## src/rtl/encoder_value_ctrl_pkg.sv

```systemverilog
// Shared types and constants for the encoder value controller.
// Holds rate FSM encodings and default clock/timing figures.
package encoder_value_ctrl_pkg;

  typedef enum logic [1:0] {
    ST_IDLE = 2'd0,
    ST_SLOW = 2'd1,
    ST_FAST = 2'd2
  } rate_st_e;

  localparam int FAST_WIN_10MS = 120_000;
  localparam int CLK_HZ        = 12_000_000;

  // Bits needed to hold 0..n inclusive
  function automatic int cnt_w(input int n);
    return (n < 1) ? 1 : $clog2(n + 1);
  endfunction

endpackage

```

## src/rtl/encoder_value_ctrl_if.sv

```systemverilog
// Detent/load inputs and value/status outputs of the controller.
// master drives detents and loads, slave is the controller.
interface encoder_value_ctrl_if #(
  parameter int WIDTH = 8
);

  logic             l_pulse;
  logic             r_pulse;
  logic             load;
  logic [WIDTH-1:0] load_val;
  logic [WIDTH-1:0] value;
  logic             changed;
  logic             dir;
  logic             fast;

  modport master (
    output l_pulse, r_pulse, load, load_val,
    input  value, changed, dir, fast
  );

  modport slave (
    input  l_pulse, r_pulse, load, load_val,
    output value, changed, dir, fast
  );

endinterface

```

## src/rtl/encoder_value_ctrl_rate_detect.sv

```systemverilog
// Rotation-rate detector: detent interval timer, streak counter
// and IDLE/SLOW/FAST state machine.
module enc_rate_detect
  import encoder_value_ctrl_pkg::*;
#(
  parameter int FAST_WIN = FAST_WIN_10MS,
  parameter int FAST_CNT = 3
) (
  input  logic clk,
  input  logic rst,
  input  logic det_valid,
  input  logic det_dir,
  input  logic clr,
  output logic use_fast,
  output logic fast
);

  localparam int TW = cnt_w(FAST_WIN);
  localparam int SW = cnt_w(FAST_CNT);
  localparam logic [TW-1:0] L_WIN = TW'(FAST_WIN);
  localparam logic [SW-1:0] L_CNT = SW'(FAST_CNT);

  logic [TW-1:0] r_timer;
  logic [SW-1:0] r_streak;
  logic          r_dir;
  rate_st_e      r_state;
  logic [SW-1:0] w_streak;
  logic          w_hit;

  // Streak the current detent would produce
  always_comb begin
    w_streak = SW'(1);
    if (det_dir == r_dir && r_timer < L_WIN) begin
      w_streak = (r_streak >= L_CNT) ? L_CNT
                                     : r_streak + SW'(1);
    end
  end

  assign w_hit    = (w_streak == L_CNT);
  assign use_fast = det_valid & w_hit;
  assign fast     = (r_state == ST_FAST);

  always_ff @(posedge clk or posedge rst) begin
    if (rst) begin
      r_timer  <= L_WIN;
      r_streak <= '0;
      r_dir    <= 1'b0;
      r_state  <= ST_IDLE;
    end else if (clr) begin
      r_timer  <= L_WIN;
      r_streak <= '0;
      r_state  <= ST_IDLE;
    end else if (det_valid) begin
      r_timer  <= '0;
      r_streak <= w_streak;
      r_dir    <= det_dir;
      r_state  <= w_hit ? ST_FAST : ST_SLOW;
    end else if (r_timer != L_WIN) begin
      r_timer <= r_timer + TW'(1);
      // Window closes: rotation considered stopped
      if (r_timer == L_WIN - TW'(1)) begin
        r_streak <= '0;
        r_state  <= ST_IDLE;
      end
    end
  end

endmodule

```

## src/rtl/encoder_value_ctrl.sv

```systemverilog
// Bounded parameter value driven by encoder detents, with
// rate acceleration, saturate/wrap limits and clamped load.
module encoder_value_ctrl
  import encoder_value_ctrl_pkg::*;
#(
  parameter int WIDTH     = 8,
  parameter int MIN_VAL   = 0,
  parameter int MAX_VAL   = 100,
  parameter int INIT_VAL  = 50,
  parameter int WRAP      = 0,
  parameter int FAST_WIN  = FAST_WIN_10MS,
  parameter int FAST_CNT  = 3,
  parameter int STEP_SLOW = 1,
  parameter int STEP_FAST = 10
) (
  input logic                clk,
  input logic                rst,
  encoder_value_ctrl_if.slave bus
);

  localparam int VW = WIDTH + 1;
  localparam logic [WIDTH:0] L_MIN = VW'(MIN_VAL);
  localparam logic [WIDTH:0] L_MAX = VW'(MAX_VAL);
  localparam logic [WIDTH:0] L_RNG = VW'(MAX_VAL - MIN_VAL + 1);
  localparam logic [WIDTH:0] L_SF  = VW'(STEP_FAST);
  localparam logic [WIDTH:0] L_SS  = VW'(STEP_SLOW);
  localparam logic [WIDTH-1:0] L_INIT = WIDTH'(INIT_VAL);

  logic             w_det;
  logic             w_use_fast;
  logic [WIDTH:0]   w_cur;
  logic [WIDTH:0]   w_step;
  logic [WIDTH:0]   w_up;
  logic [WIDTH:0]   w_dn;
  logic [WIDTH:0]   w_ld;
  logic [WIDTH:0]   w_next;
  logic [WIDTH-1:0] r_value;
  logic             r_changed;
  logic             r_dir;

  // A load swallows any detent in the same cycle
  assign w_det = (bus.l_pulse ^ bus.r_pulse) & ~bus.load;
  assign w_cur = {1'b0, r_value};

  always_comb begin
    w_step = w_use_fast ? L_SF : L_SS;
    w_up   = w_cur + w_step;
    if (w_up > L_MAX) begin
      w_up = (WRAP != 0) ? w_up - L_RNG : L_MAX;
    end
    w_dn = w_cur - w_step;
    if (w_cur < L_MIN + w_step) begin
      w_dn = (WRAP != 0) ? w_cur + L_RNG - w_step : L_MIN;
    end
    w_ld = {1'b0, bus.load_val};
    if (w_ld < L_MIN) begin
      w_ld = L_MIN;
    end else if (w_ld > L_MAX) begin
      w_ld = L_MAX;
    end
    w_next = w_cur;
    unique case (1'b1)
      bus.load: w_next = w_ld;
      w_det:    w_next = bus.r_pulse ? w_up : w_dn;
      default:  w_next = w_cur;
    endcase
  end

  always_ff @(posedge clk or posedge rst) begin
    if (rst) begin
      r_value   <= L_INIT;
      r_changed <= 1'b0;
      r_dir     <= 1'b0;
    end else begin
      r_value   <= w_next[WIDTH-1:0];
      r_changed <= (w_next != w_cur);
      if (w_det) begin
        r_dir <= bus.r_pulse;
      end
    end
  end

  enc_rate_detect #(
    .FAST_WIN (FAST_WIN),
    .FAST_CNT (FAST_CNT)
  ) u_rate (
    .clk       (clk),
    .rst       (rst),
    .det_valid (w_det),
    .det_dir   (bus.r_pulse),
    .clr       (bus.load),
    .use_fast  (w_use_fast),
    .fast      (bus.fast)
  );

  assign bus.value   = r_value;
  assign bus.changed = r_changed;
  assign bus.dir     = r_dir;

endmodule

```

## src/flat_wrapper.sv

```systemverilog
// flat-port wrapper written by rule: the top's interface ports become plain ports
module encoder_value_ctrl_flat import encoder_value_ctrl_pkg::*;
#(
  parameter int WIDTH     = 8,
  parameter int MIN_VAL   = 0,
  parameter int MAX_VAL   = 100,
  parameter int INIT_VAL  = 50,
  parameter int WRAP      = 0,
  parameter int FAST_WIN  = FAST_WIN_10MS,
  parameter int FAST_CNT  = 3,
  parameter int STEP_SLOW = 1,
  parameter int STEP_FAST = 10
)
  (clk, rst, bus_l_pulse, bus_r_pulse, bus_load, bus_load_val, bus_value, bus_changed, bus_dir, bus_fast);
  encoder_value_ctrl_if #(.WIDTH(WIDTH)) bus_i ();
  input logic clk;
  input logic rst;
  input wire logic [$bits(bus_i.l_pulse)-1:0] bus_l_pulse;
  input wire logic [$bits(bus_i.r_pulse)-1:0] bus_r_pulse;
  input wire logic [$bits(bus_i.load)-1:0] bus_load;
  input wire logic [$bits(bus_i.load_val)-1:0] bus_load_val;
  output wire logic [$bits(bus_i.value)-1:0] bus_value;
  output wire logic [$bits(bus_i.changed)-1:0] bus_changed;
  output wire logic [$bits(bus_i.dir)-1:0] bus_dir;
  output wire logic [$bits(bus_i.fast)-1:0] bus_fast;
  assign bus_i.l_pulse = bus_l_pulse;
  assign bus_i.r_pulse = bus_r_pulse;
  assign bus_i.load = bus_load;
  assign bus_i.load_val = bus_load_val;
  assign bus_value = bus_i.value;
  assign bus_changed = bus_i.changed;
  assign bus_dir = bus_i.dir;
  assign bus_fast = bus_i.fast;
  encoder_value_ctrl #(.WIDTH(WIDTH), .MIN_VAL(MIN_VAL), .MAX_VAL(MAX_VAL), .INIT_VAL(INIT_VAL), .WRAP(WRAP), .FAST_WIN(FAST_WIN), .FAST_CNT(FAST_CNT), .STEP_SLOW(STEP_SLOW), .STEP_FAST(STEP_FAST)) u_core (.clk(clk), .rst(rst), .bus(bus_i));
endmodule
```

## config.mk

```make
export PLATFORM = sky130hd
export DESIGN_NAME = encoder_value_ctrl_flat
export DESIGN_NICKNAME = d
export VERILOG_FILES = /design/src/rtl/encoder_value_ctrl_pkg.sv /design/src/rtl/encoder_value_ctrl_if.sv /design/src/rtl/encoder_value_ctrl_rate_detect.sv /design/src/rtl/encoder_value_ctrl.sv /design/src/flat_wrapper.sv
export SDC_FILE = /design/constraint.sdc
export NUM_CORES = 1
export LEC_CHECK = 0
export ABC_CLOCK_PERIOD_IN_PS = 4450
export BUFFER_PORTS_ARGS = -buffer_cell sky130_fd_sc_hd__buf_2
export CAP_MARGIN = 20
export CELL_PAD_IN_SITES_DETAIL_PLACEMENT = 0
export CELL_PAD_IN_SITES_GLOBAL_PLACEMENT = 2
export CORE_ASPECT_RATIO = 0.5
export CORE_MARGIN = 1
export CORE_UTILIZATION = 36
export DETAILED_ROUTE_END_ITERATION = 8
export GPL_TIMING_DRIVEN = 0
export MAX_ROUTING_LAYER = met4
export PLACE_DENSITY = 0.9
export SLEW_MARGIN = 20
export SYNTH_ARGS = -nofsm -noshare
export SYNTH_HDL_FRONTEND = slang
export SYNTH_HIERARCHICAL = 1
export SYNTH_SLANG_ARGS = --single-unit
export TNS_END_PERCENT = 5
```

## constraint.sdc

```tcl
create_clock -name clk -period 4.45 [get_ports clk]
set_input_delay 0.89 -clock clk [delete_from_list [all_inputs] [get_ports clk]]
set_output_delay 0.89 -clock clk [all_outputs]
set_load 0.02 [all_outputs]
```

==> flow_metrics.py, run 1 <==
metrics = {
    "yosys": {
        "ys_seq_elements": 32,
        "ys.warnings.count": 6,
        "synth_area_sq_um": 2710,
        "synthCells": 330,
        "ys_seq_area_frac": 0.300,
        "synth_fp_nets": 353,
        "avgSynthCellArea_sq_um": 8.20,
        "synth_cell_types": 74,
        "synth_flop_cell": "dfrtp_1",
        "async_flop_share": 1.00,
        "synth-edff-count": 0,
    },
    "floorplanning": {
        "initial_core_util": 0.389,
        "num_rows": 21,
        "die_area_sq_um": 7890,
        "fp.dieW_um": 125,
        "die_h_um": 63.3,
        "coreArea_sq_um": 6960,
        "io_pins": 24,
    },
    "sta": {
        "tns_ns": 0,
        "relSlewSlack": 0.426,
        "finalClockSkew_ns": 0.00246,
        "fin_ws_ns": 0.218,
        "fin_crit_sh": 0.951,
        "fin_crit_ns": 4.23,
        "hold_viol": 0,
        "worst-slew-pin-transition_ns": 0.860,
        "finalMaxSlewViolations": 0,
        "hold_ws_ns": 0.489,
        "timing.fmax_ghz": 0.236,
        "setup_violations": 0,
    },
    "worst_hold_path": {
        "hold_depth": 1,
        "hold_path_end": "u_core/u_rate/r_state[1]",
        "hold_path_class": "flop to flop",
        "hold_start": "u_core/u_rate/r_state[1]",
    },
    "grt": {
        "grt_use_total": 0.206,
        "grt_start_max_net_pins": 23,
        "antenna_found_initial": 0,
        "grt_pass1_vias": 2616,
        "gr-total-overflow": 0,
        "grt_first_pass_wirelength_um": 12800,
    },
    "critical_path": {
        "required_ns": 4.58,
        "worstReg2RegStart": "u_core/u_rate/r_timer[12]",
        "critical-path-max-stage-delay_ns": 0.38,
        "critPathKind": "input port to flop",
        "critPathSlowestCell": "fa_2",
        "regToRegSetupSlack_ns": 0.36,
        "r2r_cells": 16,
        "cp_cell_sequence": "buf_2 -> nand2b_2 -> a21oi_4 -> buf_6 -> and2_4 -> inv_1 -> ha_2 -> fa_2 -> and3b_1 -> or2_1 -> nor3_2 -> o21a_2 -> a21boi_4 -> a21oi_1 -> a211o_1 -> a311oi_2 -> o2111ai_1",
        "setup.worst_path.start_class": "input port",
        "crit_fanout": 10,
        "worst_ep_arrival_time_ns": 4.36,
        "endpoint_kind": "flop",
        "r2r-end": "u_core/bus.changed",
    },
    "pwr": {
        "vdd_drop_max_mv": 0.165,
        "leakage_nw": 1.30,
        "fin_total_pwr_w": 0.00109,
        "power_density_nw_per_um2": 340,
    },
    "drt": {
        "drc_errors": 0,
        "vias_per_cell": 5.80,
        "vias": 2632,
        "routedWlPerCell_um": 16.7,
        "wl_um": 7580,
        "drt_pass1_iterations": 4,
        "drt_iter0_drc": 151,
        "detail-route-antenna-nets": 0,
    },
    "clock_network": {
        "cts_buffer_depth": 2,
        "clk_latency_ns": 0.27,
        "clock-sinks": 32,
        "cts_tree": "built",
        "clkTransAtPathRegs_ns": 0.05,
        "cts_buffers": 5,
        "cts-htree-levels": 2,
        "root_buffer": "clkbuf_16",
    },
    "flow_run": {
        "max_cap_viol_count": 0,
    },
    "cells_and_area": {
        "final_nets": 384,
        "num_antenna_cells": 0,
        "drive_gt1_frac": 0.215,
        "stdcell_count": 454,
        "multi_input_area_sq_um": 1810,
        "register_area_sq_um": 813,
        "nFillCells": 670,
        "syn_to_final_growth_pct": 18.1,
    },
    "place": {
        "post-place-ws_ns": -0.986,
        "dpl.hpwl_um": 5670,
        "io_buffers": 23,
        "placed_cells": 445,
        "place.gp.congestion": 0.890,
    },
    "run_status": {
        "status": "finished, final reports clean",
    },
}
-- flip-flops by register name (all words and copies together) (netlist names) --
register,flops
u_core/u_rate/r_dir,1
u_core/bus.value,8
u_core/u_rate/r_state,2
u_core/bus.dir,1
u_core/u_rate/r_timer,17
u_core/bus.changed,1
u_core/u_rate/r_streak,2
-- logic make-up (layout without fill, tap and decap cells) --
logic type,count (synthesis),in the layout,synth area share
AO/OA/AOI/OAI,101,101,0.264
XOR/XNOR,15,15,0.0485
buffers and inverters,32,64,0.0494
adder cells (fa/ha/maj),10,10,0.0518
flip-flops,32,32,0.300
AND/OR/NAND/NOR,137,137,0.275
multiplexers,3,3,0.0111
-- area by class of cell --
| class | instances | share of cell area |
|---|---|---|
| Multi-Input combinational cell | 266 | 0.566 |
| Clock inverter | 1 | 0.00939 |
| Inverter | 19 | 0.0231 |
| Timing Repair Buffer | 26 | 0.0438 |
| Buffer | 11 | 0.0196 |
| Sequential cell | 32 | 0.254 |
| Tap cell | 92 | 0.0360 |
| Clock buffer | 7 | 0.0477 |
-- critical path: cells and delay by family --
family	cells	cell delay, ns
AOI/OAI and AO/OA	7	1.38
adders and majority gates	2	0.60
and+or+nand+nor	5	1.08
buffers and inverters	3	0.40
-- synth_stat cells, types with 5 or more instances --
master    count  area share
xnor2_1      13       0.042
nand2_1      27       0.037
clkbuf_1      8       0.011
ha_1          8       0.037
dfstp_2      10       0.097
nor2b_1       5       0.012
nand2b_1      5       0.012
inv_1        19       0.026
a21o_1        5       0.014
nor3_1       10       0.018
nand3_1      27       0.050
and3_1        6       0.014
o21ai_0      18       0.033
nand4_1       5       0.012
nor2_1       22       0.030
a21oi_1      23       0.043
dfrtp_1      22        0.20
-- what timing repair did --
action	CTS	global route
endpoints found under the setup margin	7	2
cloned	0	0
gates resized for setup	11	7
pin swaps	1	2
hold buffers	0	0
setup buffers	1	2
-- cell usage in the layout, fill, tap and decap left out, types with 5 or more instances in the layout --
master      n
nand4_1     5
clkbuf_16   5
ha_1        7
and3_1      6
buf_2      24
nor2b_1     5
dfstp_2    10
xnor2_1    12
nor3_1     10
a21o_1      5
inv_1      18
nand2_1    26
nor2_1     22
dfrtp_1    22
nand3_1    27
o21ai_0    18
clkbuf_1    5
a21oi_1    22
-- metrics by stage --
stage,util,cell area [sq um]
final,0.459,3200
after global routing,0.459,3200
after CTS,0.455,3170
after detailed placement,0.422,2940
after global placement,0.422,2940
after floorplan,-,2710
-- how the worst max path moves through the flow --
stage | endpoint | cells past startpoint | startpoint | slack (ns)
floorplan | u_core/bus.changed | 17 | bus_r_pulse | 0.05
global placement | u_core/bus.changed | 18 | bus_r_pulse | -0.93
detailed placement | u_core/bus.changed | 18 | bus_r_pulse | -0.99
CTS | u_core/bus.changed | 18 | bus_r_pulse | 0.0006
global route | u_core/bus.changed | 18 | bus_r_pulse | -0.005
finish | u_core/bus.changed | 17 | bus_l_pulse | 0.22
-- power breakdown --
group / internal [W] / switching, W / leakage, nW / total, W
Sequential: 0.000320 / 0.0000319 / 0.391 / 0.000352
Combinational: 0.000131 / 0.000189 / 0.814 / 0.000320
Clock: 0.000295 / 0.000122 / 0.0901 / 0.000416
-- routing by layer --
layer  vias up  GRT usage  wire length [um]
li1       1280          -                 -
met2        74      0.356              3670
met1      1274      0.251              3410
met4         0     0.0361                38
met5         -          -                 0
met3         4     0.0425               462
No activity file was read; power rests on OpenSTA's default activity.
==> run 2: changes to the inputs <==
--- a/config.mk
+++ b/config.mk
@@ -5,6 +5,7 @@
 export SDC_FILE = /design/constraint.sdc
 export NUM_CORES = 1
 export LEC_CHECK = 0
+export ABC_AREA = 1
 export ABC_CLOCK_PERIOD_IN_PS = 4450
 export BUFFER_PORTS_ARGS = -buffer_cell sky130_fd_sc_hd__buf_2
 export CAP_MARGIN = 20
@@ -12,11 +13,12 @@
 export CELL_PAD_IN_SITES_GLOBAL_PLACEMENT = 2
 export CORE_ASPECT_RATIO = 0.5
 export CORE_MARGIN = 1
-export CORE_UTILIZATION = 36
+export CORE_UTILIZATION = 33
+export CTS_CLUSTER_DIAMETER = 50
 export DETAILED_ROUTE_END_ITERATION = 8
 export GPL_TIMING_DRIVEN = 0
 export MAX_ROUTING_LAYER = met4
-export PLACE_DENSITY = 0.9
+export PLACE_DENSITY = 0.89
 export SLEW_MARGIN = 20
 export SYNTH_ARGS = -nofsm -noshare
 export SYNTH_HDL_FRONTEND = slang
==> flow_metrics.py, run 2 <==
metrics = {
    "critical_path": {
        "worstReg2RegStart": "u_core/u_rate/r_timer[12]",
        "worst_ep_arrival_time_ns": 4.23,
        "critPathLaunch": "bus_r_pulse",
        "setup.worst_path.start_class": "input port",
        "crit_fanout": 10,
        "endpoint_kind": "flop",
        "critPathKind": "input port to flop",
        "required_ns": 4.59,
    },
    "cells_and_area": {
        "stdcell_count": 560,
        "final_cell_mix": "nand2_1 (111), nand3_1 (54), inv_1 (53), nor2_1 (50), buf_2 (25)",
        "final_area_sq_um": 3160,
        "drive_gt1_frac": 0.203,
        "final_common_cell": "nand2_1",
        "syn_to_final_growth_pct": 14.8,
        "largest_register_ff_count": 17,
        "num_antenna_cells": 0,
        "regMostFlops": "u_core/u_rate/r_timer",
        "final_nets": 470,
    },
    "yosys": {
        "ys_seq_elements": 32,
        "synth_area_leaders": "dfrtp_1 (20%), nand2_1 (15%), nand3_1 (9.8%)",
        "synth_fp_nets": 439,
        "synth_flop_cell": "dfrtp_1",
        "ys.warnings.count": 6,
        "async_flop_share": 1.00,
        "synth-edff-count": 0,
        "yosysMostFrequentCell": "nand2_1",
        "avgSynthCellArea_sq_um": 6.61,
        "yosys.area.top_type": "dfrtp_1",
        "synth_top_cell_area_share": 0.200,
        "synth_commonest_cells": "nand2_1 (111), nand3_1 (54), inv_1 (53), nor2_1 (51), dfrtp_1 (22)",
        "synth_area_sq_um": 2750,
        "synthCells": 416,
        "synth_cell_types": 41,
        "ys_seq_area_frac": 0.296,
    },
    "sta": {
        "fin_crit_sh": 0.918,
        "setup_violations": 0,
        "hold_viol": 0,
        "tns_ns": 0,
        "worst-slew-pin-transition_ns": 0.875,
        "timing.fmax_ghz": 0.245,
        "finalClockSkew_ns": 0.00549,
        "relSlewSlack": 0.416,
        "fin_ws_ns": 0.366,
        "fin_crit_ns": 4.08,
        "rsz0062_at_grt": "false",
        "finalMaxSlewViolations": 0,
    },
    "drt": {
        "drt_pass1_iterations": 6,
        "vias_per_cell": 4.71,
        "drt_iter0_drc": 163,
        "vias": 2635,
        "wl_um": 7120,
        "drc_errors": 2,
        "routedWlPerCell_um": 12.7,
        "detail-route-antenna-nets": 0,
    },
    "clock_network": {
        "clock-sinks": 32,
        "cts-htree-levels": 2,
        "cts_tree": "built",
        "clkTransAtPathRegs_ns": 0.05,
        "root_buffer": "clkbuf_16",
        "cts_hold_buf": 0,
        "cts_buffer_depth": 2,
        "clk_latency_ns": 0.27,
        "cts_buffers": 5,
    },
    "worst_hold_path": {
        "hold_start": "u_core/bus.dir",
        "hold_path_class": "flop to flop",
    },
    "pwr": {
        "fin_total_pwr_w": 0.00100,
        "leakage_nw": 1.64,
        "vdd_drop_max_mv": 0.120,
        "power_density_nw_per_um2": 317,
    },
    "grt": {
        "antenna_found_initial": 0,
        "grt_use_total": 0.182,
        "grt_start_max_net_pins": 23,
        "gr-total-overflow": 0,
        "grt_first_pass_wirelength_um": 12200,
        "grt_pass1_vias": 2483,
    },
    "floorplanning": {
        "die_h_um": 66.6,
        "coreArea_sq_um": 8030,
        "io_pins": 24,
        "fp.dieW_um": 131,
        "die_area_sq_um": 8720,
        "num_rows": 23,
        "initial_core_util": 0.343,
    },
    "run_status": {
        "violations": "DRC",
        "status": "finished with violations",
    },
    "place": {
        "io_buffers": 23,
        "place.gp.congestion": 0.838,
        "post-place-ws_ns": -0.232,
        "dpl.hpwl_um": 5590,
        "placed_cells": 551,
        "place_area_sq_um": 3010,
    },
    "flow_run": {
        "max_cap_viol_count": 0,
    },
}
[run 2: cell count changes after synthesis, moves of 8 or more]
| cell | previous run | this run |
|---|---|---|
| nand2_1 | 27 | 111 |
| inv_1 | 19 | 53 |
| nor2_1 | 22 | 51 |
| nand3_1 | 27 | 54 |
| a21oi_1 | 23 | 7 |
| xnor2_1 | 13 | 1 |
| nand2_2 | 0 | 11 |
| inv_2 | 0 | 9 |
| clkbuf_1 | 8 | 0 |
[run 2: final timing paths]
kind / end / slack, ns / cells past startpoint
worst max-delay path: u_core/bus.changed / 0.37 / 24
worst min-delay path: u_core/bus.dir / 0.48 / 2
worst max register to register: u_core/bus.changed / 0.95 / 21
worst min register to register: u_core/bus.dir / 0.48 / 2
max in group asynchronous: u_core/u_rate/r_timer[9] / 3.10 / 2
min in group asynchronous: u_core/bus.value[0] / 0.61 / 2
[run 2: worst max-delay path, cell delays in order]
cell and delay, ns:
buf_2 0.13, buf_6 0.15, xor2_2 0.16, nand2_2 0.16, clkinv_4 0.13, inv_1 0.08
buf_2 0.28, nor2_4 0.07, inv_1 0.16, ha_1 0.22, inv_1 0.06, fa_1 0.39
o21ai_0 0.30, nand3_1 0.15, inv_1 0.10, nand2_1 0.06, a21oi_2 0.11, nand2_1 0.08
nand2_1 0.08, nor2_1 0.05, nor2_1 0.09, nand3_1 0.07, nor2_1 0.15, nand3_1 0.10
[run 2: timing repair]
item | 4_1_cts | 5_1_grt
gates resized for setup | 0 | 2
setup endpoints to repair | 0 | 3
buffers inserted | 0 | 1
[run 2: stage by stage]
step,utilization,hold slack (ns)
after floorplan,-,0.475
after global placement,0.374,0.462
after detailed placement,0.374,0.476
after CTS,0.391,0.490
after global routing,0.393,0.546
final,0.393,0.482
[run 2: final cells by class]
cell class                 instances  area (sq um)
buffer                             5          40.0
clock buffer                       7           133
clock inverter                     1          5.00
fill                             880          4870
inverter                          64           245
multi-input combinational        315          1660
sequential                        32           813
tap                              112           140
timing repair buffer              24           123
[run 2: power breakdown]
part | switching, W | leakage, nW | internal, W
Clock | 0.000117 | 0.0679 | 0.000206
Combinational | 0.000207 | 1.18 | 0.000113
Sequential | 0.0000333 | 0.391 | 0.000324
Total | 0.000357 | 1.64 | 0.000643
[run 2: routing by layer]
| layer | part of all wire | vias to the layer above | track usage | wire, um |
|---|---|---|---|---|
| met5 | 0 | - | - | 0 |
| met1 | 0.51 | 1209 | 0.234 | 3620 |
| li1 | - | 1401 | - | - |
| met2 | 0.47 | 23 | 0.309 | 3310 |
| met4 | 0.0041 | 0 | 0.0338 | 29 |
| met3 | 0.021 | 2 | 0.0282 | 150 |
[run 2: cell families (layout without fill, tap and decap cells)]
| group | after synthesis | count (layout) | synth area share |
|---|---|---|---|
| AOI/OAI and AO/OA | 38 | 38 | 0.0878 |
| xor gates and xnor gates | 5 | 5 | 0.0187 |
| adders and majority gates | 10 | 10 | 0.0510 |
| buffers and inverters | 69 | 101 | 0.104 |
| DFF | 32 | 32 | 0.296 |
| and+or+nand+nor | 262 | 262 | 0.443 |
